## config.mk

```make
export PLATFORM = sky130hd
export DESIGN_NAME = inst_fetch_queue_flat
export DESIGN_NICKNAME = d
export VERILOG_FILES = /design/src/rtl/inst_fetch_queue_if.sv /design/src/rtl/inst_fetch_queue.sv /design/src/flat_wrapper.sv
export SDC_FILE = /design/constraint.sdc
export NUM_CORES = 1
export LEC_CHECK = 0
export CELL_PAD_IN_SITES_DETAIL_PLACEMENT = 1
export CELL_PAD_IN_SITES_GLOBAL_PLACEMENT = 1
export CORE_ASPECT_RATIO = 2
export CORE_MARGIN = 2
export CORE_UTILIZATION = 35
export CTS_CLUSTER_SIZE = 28
export DETAILED_ROUTE_END_ITERATION = 10
export PLACE_DENSITY_LB_ADDON = 0.1
export SETUP_SLACK_MARGIN = 0.1
export SYNTH_ARGS = -nofsm -noshare
export SYNTH_HDL_FRONTEND = slang
export SYNTH_SLANG_ARGS = --single-unit
```

## constraint.sdc

```tcl
create_clock -name clk -period 9.6 [get_ports clk]
set_input_delay 1.92 -clock clk [delete_from_list [all_inputs] [get_ports clk]]
set_output_delay 1.92 -clock clk [all_outputs]
set_load 0.02 [all_outputs]
```

## src/rtl/inst_fetch_queue_if.sv

```systemverilog
// Fetch-queue signal bundle: PC-stage handshake, SRAM-like instruction bus, decode handshake and flush.
interface inst_fetch_queue_if;
   logic [31:0] fetch_pc;
   logic        fetch_valid;
   logic        fetch_accept;
   logic        inst_req;
   logic [31:0] inst_addr;
   logic        inst_addr_ok;
   logic        inst_data_ok;
   logic [31:0] inst_rdata;
   logic        flush;
   logic        id_valid;
   logic        id_ready;
   logic [31:0] id_pc;
   logic [31:0] id_inst;
   logic        id_adel;

   modport master (
      input  fetch_pc, fetch_valid, inst_addr_ok, inst_data_ok, inst_rdata, flush, id_ready,
      output fetch_accept, inst_req, inst_addr, id_valid, id_pc, id_inst, id_adel
   );

   modport slave (
      output fetch_pc, fetch_valid, inst_addr_ok, inst_data_ok, inst_rdata, flush, id_ready,
      input  fetch_accept, inst_req, inst_addr, id_valid, id_pc, id_inst, id_adel
   );
endinterface

```

## src/rtl/inst_fetch_queue.sv

```systemverilog
// In-order fetch queue: issues PCs to the instruction bus and buffers responses for decode; data_ok in N -> id_valid in N+1.
// Backpressure: inst_req/fetch_accept held low while buffered + in-flight + to-be-discarded responses fill DEPTH credits.
module inst_fetch_queue #(
   parameter int DEPTH = 4
) (
   input  logic               clk,
   input  logic               rst_n,
   inst_fetch_queue_if.master ifq
);
   localparam int            AW      = $clog2(DEPTH);
   localparam logic [AW+1:0] DEPTH_W = DEPTH[AW+1:0];

   typedef logic [AW:0]   ptr_t;
   typedef logic [AW-1:0] idx_t;

   typedef struct packed {
      logic [31:0] pc;
      logic [31:0] inst;
      logic        adel;
      logic        filled;
   } entry_t;

   entry_t ent_q [DEPTH];
   ptr_t   alloc_ptr;
   ptr_t   fill_ptr;
   ptr_t   rd_ptr;
   ptr_t   discard;

   ptr_t          used;
   ptr_t          in_flight;
   logic [AW+1:0] occupancy;
   logic          credit;
   logic          aligned;
   logic          hs;
   logic          mis_acc;
   logic          drop;
   logic          fill;
   logic          pop;
   idx_t          alloc_idx;
   idx_t          fill_idx;
   idx_t          rd_idx;
   entry_t        head;

   assign used      = alloc_ptr - rd_ptr;
   assign in_flight = alloc_ptr - fill_ptr;
   assign occupancy = {1'b0, used} + {1'b0, discard};
   assign credit    = occupancy < DEPTH_W;

   assign alloc_idx = alloc_ptr[AW-1:0];
   assign fill_idx  = fill_ptr[AW-1:0];
   assign rd_idx    = rd_ptr[AW-1:0];

   assign aligned        = ifq.fetch_pc[1:0] == 2'b00;
   assign ifq.inst_req   = ifq.fetch_valid & aligned & credit & ~ifq.flush;
   assign ifq.inst_addr  = ifq.fetch_pc;
   assign hs             = ifq.inst_req & ifq.inst_addr_ok;

   // A misaligned PC bypasses the bus, so it may only enter once everything ahead of it has its data.
   assign mis_acc = ifq.fetch_valid & ~aligned & credit & ~ifq.flush
                  & (fill_ptr == alloc_ptr) & (discard == '0);
   assign ifq.fetch_accept = hs | mis_acc;

   // Responses owed to pre-flush requests are always older, so they are drained first.
   // A same-cycle handshake counts as outstanding: the bus may answer in the request cycle.
   assign drop = ifq.inst_data_ok & (discard != '0);
   assign fill = ifq.inst_data_ok & (discard == '0) & ((in_flight != '0) | hs);

   assign head         = ent_q[rd_idx];
   assign ifq.id_valid = (used != '0) & head.filled;
   assign ifq.id_pc    = head.pc;
   assign ifq.id_inst  = head.inst;
   assign ifq.id_adel  = head.adel;
   assign pop          = ifq.id_valid & ifq.id_ready;

   always_ff @(posedge clk or negedge rst_n) begin
      if (!rst_n) begin
         for (int i = 0; i < DEPTH; i++) begin
            ent_q[i] <= '0;
         end
         alloc_ptr <= '0;
         fill_ptr  <= '0;
         rd_ptr    <= '0;
         discard   <= '0;
      end else if (ifq.flush) begin
         // Unfilled entries become debt; a same-cycle response has already paid one off.
         discard  <= discard + in_flight - {{AW{1'b0}}, drop | fill};
         fill_ptr <= alloc_ptr;
         rd_ptr   <= alloc_ptr;
      end else begin
         if (hs) begin
            ent_q[alloc_idx].pc     <= ifq.fetch_pc;
            ent_q[alloc_idx].inst   <= '0;
            ent_q[alloc_idx].adel   <= 1'b0;
            ent_q[alloc_idx].filled <= 1'b0;
            alloc_ptr               <= alloc_ptr + 1'b1;
         end else if (mis_acc) begin
            ent_q[alloc_idx].pc     <= ifq.fetch_pc;
            ent_q[alloc_idx].inst   <= '0;
            ent_q[alloc_idx].adel   <= 1'b1;
            ent_q[alloc_idx].filled <= 1'b1;
            alloc_ptr               <= alloc_ptr + 1'b1;
         end

         // Placed after the allocation so a same-cycle fill of the new entry wins on inst/filled.
         if (fill) begin
            ent_q[fill_idx].inst   <= ifq.inst_rdata;
            ent_q[fill_idx].filled <= 1'b1;
            fill_ptr               <= fill_ptr + 1'b1;
         end else if (mis_acc) begin
            fill_ptr <= fill_ptr + 1'b1;
         end

         if (drop) begin
            discard <= discard - 1'b1;
         end

         if (pop) begin
            rd_ptr <= rd_ptr + 1'b1;
         end
      end
   end
endmodule

```

## src/flat_wrapper.sv

```systemverilog
// flat-port wrapper written by rule: the top's interface ports become plain ports
module inst_fetch_queue_flat 
#(
   parameter int DEPTH = 4
)
  (clk, rst_n, ifq_fetch_pc, ifq_fetch_valid, ifq_inst_addr_ok, ifq_inst_data_ok, ifq_inst_rdata, ifq_flush, ifq_id_ready, ifq_fetch_accept, ifq_inst_req, ifq_inst_addr, ifq_id_valid, ifq_id_pc, ifq_id_inst, ifq_id_adel);
  inst_fetch_queue_if ifq_i ();
  input  logic clk;
  input  logic rst_n;
  input wire logic [$bits(ifq_i.fetch_pc)-1:0] ifq_fetch_pc;
  input wire logic [$bits(ifq_i.fetch_valid)-1:0] ifq_fetch_valid;
  input wire logic [$bits(ifq_i.inst_addr_ok)-1:0] ifq_inst_addr_ok;
  input wire logic [$bits(ifq_i.inst_data_ok)-1:0] ifq_inst_data_ok;
  input wire logic [$bits(ifq_i.inst_rdata)-1:0] ifq_inst_rdata;
  input wire logic [$bits(ifq_i.flush)-1:0] ifq_flush;
  input wire logic [$bits(ifq_i.id_ready)-1:0] ifq_id_ready;
  output wire logic [$bits(ifq_i.fetch_accept)-1:0] ifq_fetch_accept;
  output wire logic [$bits(ifq_i.inst_req)-1:0] ifq_inst_req;
  output wire logic [$bits(ifq_i.inst_addr)-1:0] ifq_inst_addr;
  output wire logic [$bits(ifq_i.id_valid)-1:0] ifq_id_valid;
  output wire logic [$bits(ifq_i.id_pc)-1:0] ifq_id_pc;
  output wire logic [$bits(ifq_i.id_inst)-1:0] ifq_id_inst;
  output wire logic [$bits(ifq_i.id_adel)-1:0] ifq_id_adel;
  assign ifq_i.fetch_pc = ifq_fetch_pc;
  assign ifq_i.fetch_valid = ifq_fetch_valid;
  assign ifq_i.inst_addr_ok = ifq_inst_addr_ok;
  assign ifq_i.inst_data_ok = ifq_inst_data_ok;
  assign ifq_i.inst_rdata = ifq_inst_rdata;
  assign ifq_i.flush = ifq_flush;
  assign ifq_i.id_ready = ifq_id_ready;
  assign ifq_fetch_accept = ifq_i.fetch_accept;
  assign ifq_inst_req = ifq_i.inst_req;
  assign ifq_inst_addr = ifq_i.inst_addr;
  assign ifq_id_valid = ifq_i.id_valid;
  assign ifq_id_pc = ifq_i.id_pc;
  assign ifq_id_inst = ifq_i.id_inst;
  assign ifq_id_adel = ifq_i.id_adel;
  inst_fetch_queue #(.DEPTH(DEPTH)) u_core (.clk(clk), .rst_n(rst_n), .ifq(ifq_i));
endmodule
```

# Word-level counts from Yosys, hierarchy flattened
# Index checks and enable logic that the tools add are counted.
[classes]
addsub = 9
bitwise = 22
n_eq_ne = 1
n_mux = 36
n_lt_le_gt_ge = 6
n_reduce_logical = 12
[ops]
columns = ["operator", "count"]
rows = [
  ["bitwise mux 264 bit", 8],
  ["two-way mux 264 bit", 4],
  ["demux 66 bit (select 2 bit)", 6],
  ["two-way mux 66 bit", 3],
  ["binary-select mux 66 bit (select 2 bit)", 1],
  ["two-way mux 34 bit", 2],
  ["two-way mux 3 bit", 9],
  ["AND 1 bit", 14],
  ["nonzero test 3 bit", 4],
  ["adder 3 x 1 -> 3 bit, second input constant", 3],
  ["greater-or-equal comparator 3 bit, second input constant", 3],
  ["inverter 2 -> 3 bit", 3],
  ["< comparator 3 x 1 -> 1 bit, second input constant", 2],
  ["nonzero test 2 bit", 3],
  ["subtractor 3 bit", 2],
  ["adder 3 x 3 -> 4 bit", 1],
  ["< comparator 4 x 3 -> 1 bit, second input constant", 1],
  ["adder 3 bit", 1],
  ["== test 3 bit", 1],
  ["logical NOT 3 bit", 1],
  ["bitwise OR 1 bit", 3],
  ["subtractor 3 x 1 -> 3 bit", 1],
  ["subtractor 3 x 1 -> 3 bit, second input constant", 1],
  ["logical AND 1 bit", 2],
  ["5 further kinds", 7],
]
[word_totals]
word_cells = 106
inputBits = 71
ff_bits = 276

# Longest topological paths before layout
# Gate-level depths: netlist of the first run.
[logic_depth]
depth_word = 15
mapped_depth = 20
depth_no_buf = 19

# Worst setup path after synthesis of the first run
# No wires, ideal clock.
[synth_path]
path_kind = "reg2out"
from = "register u_core.rd_ptr[1]"
to = "output ifq_fetch_accept"
stages_incl_launch_ff = 11
arrival_time_ns = 3.537
required_time_ns = 7.680
path_slack_ns = 4.143
cell_sequence = "dfrtp_1 > clkbuf_1 > clkbuf_1 > buf_1 > inv_1 > fa_1 > xnor3_1 > ha_1 > nor3_2 > nand2_1 > nor3b_1"
[synth_between]
elab_chain_cells = 8
elab_cells_between_ends = 11
cone_classes = "2 x add/sub; 1 x order compare; 8 x bitwise"
[synth_rtl]
columns = ["element", "line_no", "text"]
rows = [
  ["start, declared", "inst_fetch_queue.sv:26", "ptr_t rd_ptr;"],
  ["start signal, assigned", "inst_fetch_queue.sv:88", "rd_ptr <= alloc_ptr;"],
  ["start signal, assigned", "inst_fetch_queue.sv:118", "rd_ptr <= rd_ptr + 1'b1;"],
  ["subtractor 3 bit (*)", "inst_fetch_queue.sv:44", "assign used = alloc_ptr - rd_ptr;"],
  ["adder 3 x 3 -> 4 bit (*)", "inst_fetch_queue.sv:46", "assign occupancy = {1'b0, used} + {1'b0, discard};"],
  ["< comparator 4 x 3 -> 1 bit (*)", "inst_fetch_queue.sv:47", "assign credit = occupancy < DEPTH_W;"],
  ["AND 1 bit (2 in a row)", "inst_fetch_queue.sv:59", "assign mis_acc = ifq.fetch_valid & ~aligned & credit & ~ifq.flush"],
  ["AND 1 bit (2 in a row)", "inst_fetch_queue.sv:60", "& (fill_ptr == alloc_ptr) & (discard == '0);"],
  ["bitwise OR 1 bit (*)", "inst_fetch_queue.sv:61", "assign ifq.fetch_accept = hs | mis_acc;"],
  ["end, declared", "flat_wrapper.sv:17", "output wire logic [$bits(ifq_i.fetch_accept)-1:0] ifq_fetch_accept;"],
]
# Mark *: on every way between the ends. The rest lies on a longest branch, timed or not.

# Worst setup path after layout of the first run
[layout_path]
from = "register u_core.rd_ptr[0]"
to = "output ifq_fetch_accept"
# The elaborated chain is that of the path after synthesis.

==> results of run 1 <==
==> worst max-delay path by stage <==
stage | startpoint | to | slack, ns | depth (start not counted)
after global placement | ifq_fetch_pc[1] | ifq_fetch_accept | 3.17 | 5
final | u_core.rd_ptr[0]$_DFFE_PN0P_ | ifq_fetch_accept | 3.02 | 9
after detailed placement | ifq_fetch_pc[1] | ifq_fetch_accept | 3.15 | 5
after floorplan | u_core.rd_ptr[1]$_DFFE_PN0P_ | ifq_fetch_accept | 4.14 | 10
after CTS | u_core.rd_ptr[0]$_DFFE_PN0P_ | ifq_fetch_accept | 2.81 | 9
after global routing | u_core.rd_ptr[0]$_DFFE_PN0P_ | ifq_fetch_accept | 2.64 | 9
==> stage by stage <==
| stage | worst slack (ns) | instance area (sq um) |
|---|---|---|
| after floorplan | 4.14 | 12800 |
| after global placement | 3.17 | 14600 |
| after detailed placement | 3.15 | 14600 |
| after CTS | 2.81 | 15400 |
| after global routing | 2.64 | 15400 |
| final | 3.02 | 15400 |
==> placed cells by master (no fill, tap or decap), types with 3 or more instances in the layout <==
| master | netlist | routed |
|---|---|---|
| a211oi_2 | 4 | 4 |
| mux2_1 | 7 | 7 |
| clkdlybuf4s50_1 | 0 | 169 |
| ha_1 | 19 | 19 |
| o21ai_2 | 4 | 4 |
| clkbuf_16 | 0 | 27 |
| dfrtp_1 | 276 | 274 |
| o22a_1 | 4 | 4 |
| mux2_2 | 121 | 121 |
| clkbuf_1 | 9 | 5 |
| xnor2_1 | 5 | 5 |
| o21ai_0 | 5 | 5 |
| o31a_1 | 5 | 5 |
| a22o_1 | 128 | 128 |
| nand2_1 | 11 | 11 |
| inv_1 | 20 | 20 |
| or2_2 | 5 | 5 |
| clkinv_2 | 0 | 4 |
| o21a_1 | 5 | 5 |
| buf_4 | 44 | 11 |
| a21oi_1 | 4 | 4 |
| and3_2 | 0 | 4 |
| nor3_4 | 4 | 4 |
| nor3_1 | 3 | 3 |
| xor2_1 | 4 | 4 |
| nor2_1 | 9 | 9 |
| fa_1 | 3 | 3 |
| nand3b_1 | 3 | 3 |
| clkbuf_8 | 0 | 6 |
| mux4_2 | 66 | 66 |
| nand3_1 | 5 | 5 |
==> cell type report <==
class	instances	area, sq um
antenna	1	2.50
clock buffer	38	777
clock inverter	9	104
fill	3632	20900
inverter	20	75.1
multi-input combinational	452	5190
sequential	276	6910
tap	454	568
timing repair buffer	182	1810
==> cells by family after synthesis <==
group	count (synthesis)	synth area share (%)
AO/OA/AOI/OAI	167	11.3
buffers and inverters	110	5.45
AND/OR/NAND/NOR	56	2.85
flip-flops	276	54.0
XOR/XNOR	11	0.920
multiplexers	196	23.1
adder cells (fa/ha/maj)	22	2.33
==> worst max-delay path, cell delays in order (launching register included) <==
cell	delay, ns
dfrtp_4	0.92
ha_1	0.26
inv_1	0.05
fa_1	0.37
xnor3_1	0.22
ha_1	0.30
nor3_2	0.31
nand2_1	0.33
nor3b_1	0.58
clkdlybuf4s50_1	0.74
==> layer usage <==
layer / wire length (um) / global-route usage (%) / up-vias
li1: - / - / 3394
met1: 13500 / 21.2 / 4222
met2: 19100 / 35.6 / 166
met3: 1250 / 2.53 / 35
met4: 801 / 4.78 / 0
met5: 0 / 0 / -
==> power groups by stage <==
stage	Combinational [mW]	Clock [mW]	Sequential, mW
final	1.77	1.08	1.86
after detailed placement	1.80	0	1.89
after global routing	1.93	1.16	1.92
after floorplan	1.28	0	1.73
after CTS	1.82	1.12	1.87
after global placement	1.79	0	1.87
==> results.sh, run 1 <==
export IMPL_status="finished clean"
export IMPL_fmax_mhz=152
export IMPL_netlist_instances=838
export IMPL_p_sw_mw=1.56
export IMPL_setup_viol=0
export IMPL_reg2reg_from="u_core.rd_ptr[0]$_DFFE_PN0P_"
export IMPL_drc=0
export IMPL_syn_num_nets=931
export IMPL_final_cells=1432
export IMPL_avgSynthCellArea_sq_um=15.3
export IMPL_synthDistinctLibCells=51
export IMPL_area_delta_synth_final_pct=20.7
export IMPL_yosys_area_top_type_share_pct=54.0
export IMPL_vias=7817
export IMPL_antenna_found_initial=1
export IMPL_final_hold_viol_count=0
export IMPL_crit_type="reg -> out"
export IMPL_rrSetupSlack_ns=4.67
export IMPL_vias_per_cell=5.46
export IMPL_netlist_area_sq_um=12800
export IMPL_grt_pass1_vias=8988
export IMPL_r2r_end="u_core.ent_q[31]$_DFFE_PN0N_"
export IMPL_start_kind="flop"
export IMPL_slew_headroom_pct=34.9
export IMPL_cts_setup_buffers=0
export IMPL_cts_tree="done"
export IMPL_grt_max_degree=169
export IMPL_nets=1052
export IMPL_power_leakage_nw=7.02
export IMPL_wl_per_cell_um=24.2
export IMPL_first_pass_iters=4
export IMPL_p_total_mw=4.71
export IMPL_grt_pass1_wl_mm=55.0
export IMPL_ioPinCount=171
export IMPL_clock_skew_ns=0.0108
export IMPL_cts_resized=0
export IMPL_tightest_slew_ns=0.973
export IMPL_min_period_over_period_pct=68.6
export IMPL_h_tree_depth=1
export IMPL_grt_usage_pct=18.5
export IMPL_cp_arrival_ns=4.66
export IMPL_synth_largest_area_cell="dfrtp_1"
export IMPL_internal_power_mw=3.15
export IMPL_cp_end_kind="output pin"
export IMPL_hp_class="reg -> reg"
export IMPL_die_h_um=274
export IMPL_die_x_um=139
export IMPL_cellPowerDensity_nw_per_um2=305
export IMPL_seq_power_share_pct=39.5
export IMPL_core_area_sq_um=36300
export IMPL_clock_sinks=276
export IMPL_critPathMaxFanout=35
export IMPL_async_flop_share_pct=100
export IMPL_synth_warnings=0
export IMPL_netlist_top_cells_area="dfrtp_1 54%, mux4_2 12%, mux2_2 11%, a22o_1 8.8%, buf_4 2.6%"
export IMPL_drt_initial_drc_count=223
export IMPL_swShare_pct=33.1
export IMPL_synth_ff_type="dfrtp_1"
export IMPL_cts_max_path_buffers=3
export IMPL_finalSetupTns_ns=0
export IMPL_insertion_delay_ns=0.55
export IMPL_yosysMostFrequentCell="dfrtp_1"
export IMPL_final_core_util_pct=42.5
export IMPL_p_clk_share_pct=22.9
export IMPL_cp_required_ns=7.68
export IMPL_synth_seq_cells=276
export IMPL_cap_violations=0
export IMPL_synth_edf_count=0
export IMPL_ant_nets=0
export IMPL_finalWirelength_mm=34.7
export IMPL_reg2reg_depth=12
export IMPL_finalWeightedCongestion=0.744
export IMPL_io_buffers=170
export IMPL_cts_made_buffers=27
export IMPL_drive_gt1_share_pct=27.8
export IMPL_period_needed_ns=6.58
export IMPL_dieArea_sq_um=38200
export IMPL_clock_root_buffer="clkbuf_16"
export IMPL_dp_cells=1384
export IMPL_row_count=99
export IMPL_rsz0062_at_grt="false"
export IMPL_hold_depth=1
export IMPL_initial_core_util_pct=35.2
export IMPL_synthTopCellsByCount="276 x dfrtp_1, 128 x a22o_1, 121 x mux2_2, 66 x mux4_2, 44 x buf_4"
export IMPL_comb_power_share_pct=37.6
export IMPL_ys_seq_area_share_pct=54.0
export IMPL_vdd_ir_drop_max_v=0.000182
export IMPL_drv_slew=0
export IMPL_hpwl_mm=21.5
export IMPL_grt_overflow_total=0
export IMPL_whs_ns=0.491
export IMPL_clk_pin_slew_ns=0.07
export IMPL_cts_hold_buf=0
No activity file was read; power rests on OpenSTA's default activity.
==> run 2, diff against run 1 <==
Clock period 9.6 ns to 5.4 ns, I/O delays scaled along.
==> run 2 against run 1 <==
  * Combinational power is 87% higher
  * Critical path depth is 2 higher
  * Clock power grew 90%
  * Final cell count is 0.91% higher
  * Worst setup slack lost 2.7 ns
==> results.sh, run 2 (synthesis gave the netlist of run 1 again) <==
export IMPL_status="finished clean"
export IMPL_power_leakage_nw=7.11
export IMPL_hp_class="in -> async"
export IMPL_finalWeightedCongestion=0.761
export IMPL_drv_slew=0
export IMPL_antenna_cells=0
export IMPL_io_buffers=170
export IMPL_h_tree_depth=1
export IMPL_final_cell_mix="274 x dfrtp_1, 169 x clkdlybuf4s50_1, 128 x a22o_1, 121 x mux2_2, 66 x mux4_2"
export IMPL_grt_pass1_vias=8980
export IMPL_layout_setup_ws_ns=0.364
export IMPL_wl_met3_mm=1.34
export IMPL_slew_headroom_pct=27.4
export IMPL_dp_slack_ns=0.584
export IMPL_final_area_sq_um=15600
export IMPL_top_layer="met4"
export IMPL_drt_initial_drc_count=253
export IMPL_area_delta_synth_final_pct=21.9
export IMPL_vias_per_cell=5.48
export IMPL_row_count=99
export IMPL_mostFrequentLayoutCell="dfrtp_1"
export IMPL_fmax_mhz=199
export IMPL_multi_input_area_sq_um=5190
export IMPL_critPathMaxFanout=6
export IMPL_cts_max_path_buffers=3
export IMPL_die_x_um=139
export IMPL_vdd_ir_drop_max_v=0.000320
export IMPL_cellPowerDensity_nw_per_um2=549
export IMPL_vias=7915
export IMPL_start_kind="flop"
export IMPL_rrSetupSlack_ns=1.01
export IMPL_cp_required_ns=4.32
export IMPL_clock_skew_ns=0.0189
export IMPL_wl_per_cell_um=23.7
export IMPL_first_pass_iters=4
export IMPL_whs_ns=0.460
export IMPL_min_period_over_period_pct=93.3
export IMPL_reg2reg_depth=19
export IMPL_n_fill_cell=3635
export IMPL_cts_tree="done"
export IMPL_ant_nets=0
export IMPL_clock_root_buffer="clkbuf_16"
export IMPL_cp_arrival_ns=3.96
export IMPL_grt_overflow_total=0
export IMPL_cts_made_buffers=28
export IMPL_cts_setup_buffers=0
export IMPL_core_area_sq_um=36300
export IMPL_clock_sinks=276
export IMPL_grt_pass1_wl_mm=54.8
export IMPL_wl_met1_mm=13.2
export IMPL_period_needed_ns=5.04
export IMPL_cap_violations=0
export IMPL_die_h_um=274
export IMPL_p_total_mw=8.57
export IMPL_setup_viol=0
export IMPL_ioPinCount=171
export IMPL_nets=1064
export IMPL_finalWirelength_mm=34.3
export IMPL_rsz0062_at_grt="false"
export IMPL_reg2reg_from="u_core.alloc_ptr[0]$_DFFE_PN0P_"
export IMPL_insertion_delay_ns=0.56
export IMPL_antenna_found_initial=0
export IMPL_drc=0
export IMPL_initial_core_util_pct=35.2
export IMPL_final_hold_viol_count=0
export IMPL_route_met2_wl_mm=18.9
export IMPL_grt_usage_pct=18.3
export IMPL_finalSetupTns_ns=0
export IMPL_crit_type="reg -> out"
export IMPL_grt_max_degree=171
export IMPL_r2r_end="u_core.discard[2]$_DFFE_PN0P_"
export IMPL_place_area_sq_um=14600
export IMPL_register_area_sq_um=6910
export IMPL_drive_gt1_share_pct=28.2
export IMPL_dieArea_sq_um=38200
export IMPL_hpwl_mm=21.4
export IMPL_tightest_slew_ns=1.09
export IMPL_cp_end_kind="output pin"
export IMPL_clk_pin_slew_ns=0.07
-- run 2: area by class of cell --
class	instances	share of cell area, %
Clock inverter	9	0.963
Sequential cell	276	44.3
Timing Repair Buffer	193	12.1
Tap cell	454	3.64
Clock buffer	41	5.14
Inverter	20	0.482
Multi-Input combinational cell	452	33.3
-- run 2: per-layer routing --
layer,up-vias,global-route usage (%)
li1,3419,-
met2,160,34.8
met3,42,2.88
met1,4294,21.2
met5,-,0
met4,0,5.18
-- run 2: timing repair --
action / 4_1_cts / 5_1_grt
hold buffers: 0 / 0
setup endpoints to repair: 1 / 0
gates resized for setup: 1 / 0
-- run 2: worst max path at each step --
| stage | to | from | depth (start not counted) | slack, ns |
|---|---|---|---|---|
| floorplan | ifq_fetch_accept | u_core.rd_ptr[1]$_DFFE_PN0P_ | 10 | 0.78 |
| global placement | ifq_fetch_accept | u_core.alloc_ptr[0]$_DFFE_PN0P_ | 11 | 0.64 |
| detailed placement | ifq_fetch_accept | u_core.alloc_ptr[0]$_DFFE_PN0P_ | 11 | 0.58 |
| CTS | ifq_fetch_accept | u_core.alloc_ptr[0]$_DFFE_PN0P_ | 11 | 0.24 |
| global route | ifq_fetch_accept | u_core.alloc_ptr[0]$_DFFE_PN0P_ | 11 | 0.18 |
| finish | ifq_fetch_accept | u_core.alloc_ptr[0]$_DFFE_PN0P_ | 11 | 0.36 |
-- run 2: report_power, final --
part / total [mW] / switching (mW) / internal (mW) / leakage [nW]
clock network: 2.05 / 0.836 / 1.21 / 0.458
logic: 3.31 / 1.56 / 1.76 / 2.94
registers: 3.20 / 0.411 / 2.79 / 3.71
-- run 2: worst max-delay path: stages, from the launching register on --
cell	delay, ns
dfrtp_1	0.41
inv_1	0.18
ha_1	0.18
inv_1	0.04
fa_1	0.38
xnor3_1	0.22
ha_1	0.29
nor3_2	0.32
nand2_1	0.11
buf_4	0.19
nor3b_2	0.38
clkdlybuf4s50_1	0.69
-- run 2: through the flow --
stage          util (%)  std cells
2_1_floorplan         -        838
3_3_place_gp       40.3       1395
5_1_grt            43.0       1445
4_1_cts            43.0       1445
3_5_place_dp       40.3       1395
6_report           43.0       1445
==> run 3, diff against run 2 <==
Settings changed: CAP_MARGIN set to 20, SLEW_MARGIN set to 20.
==> results of run 3 <==
Final layout, timing and power as in run 2 (identical DEF).
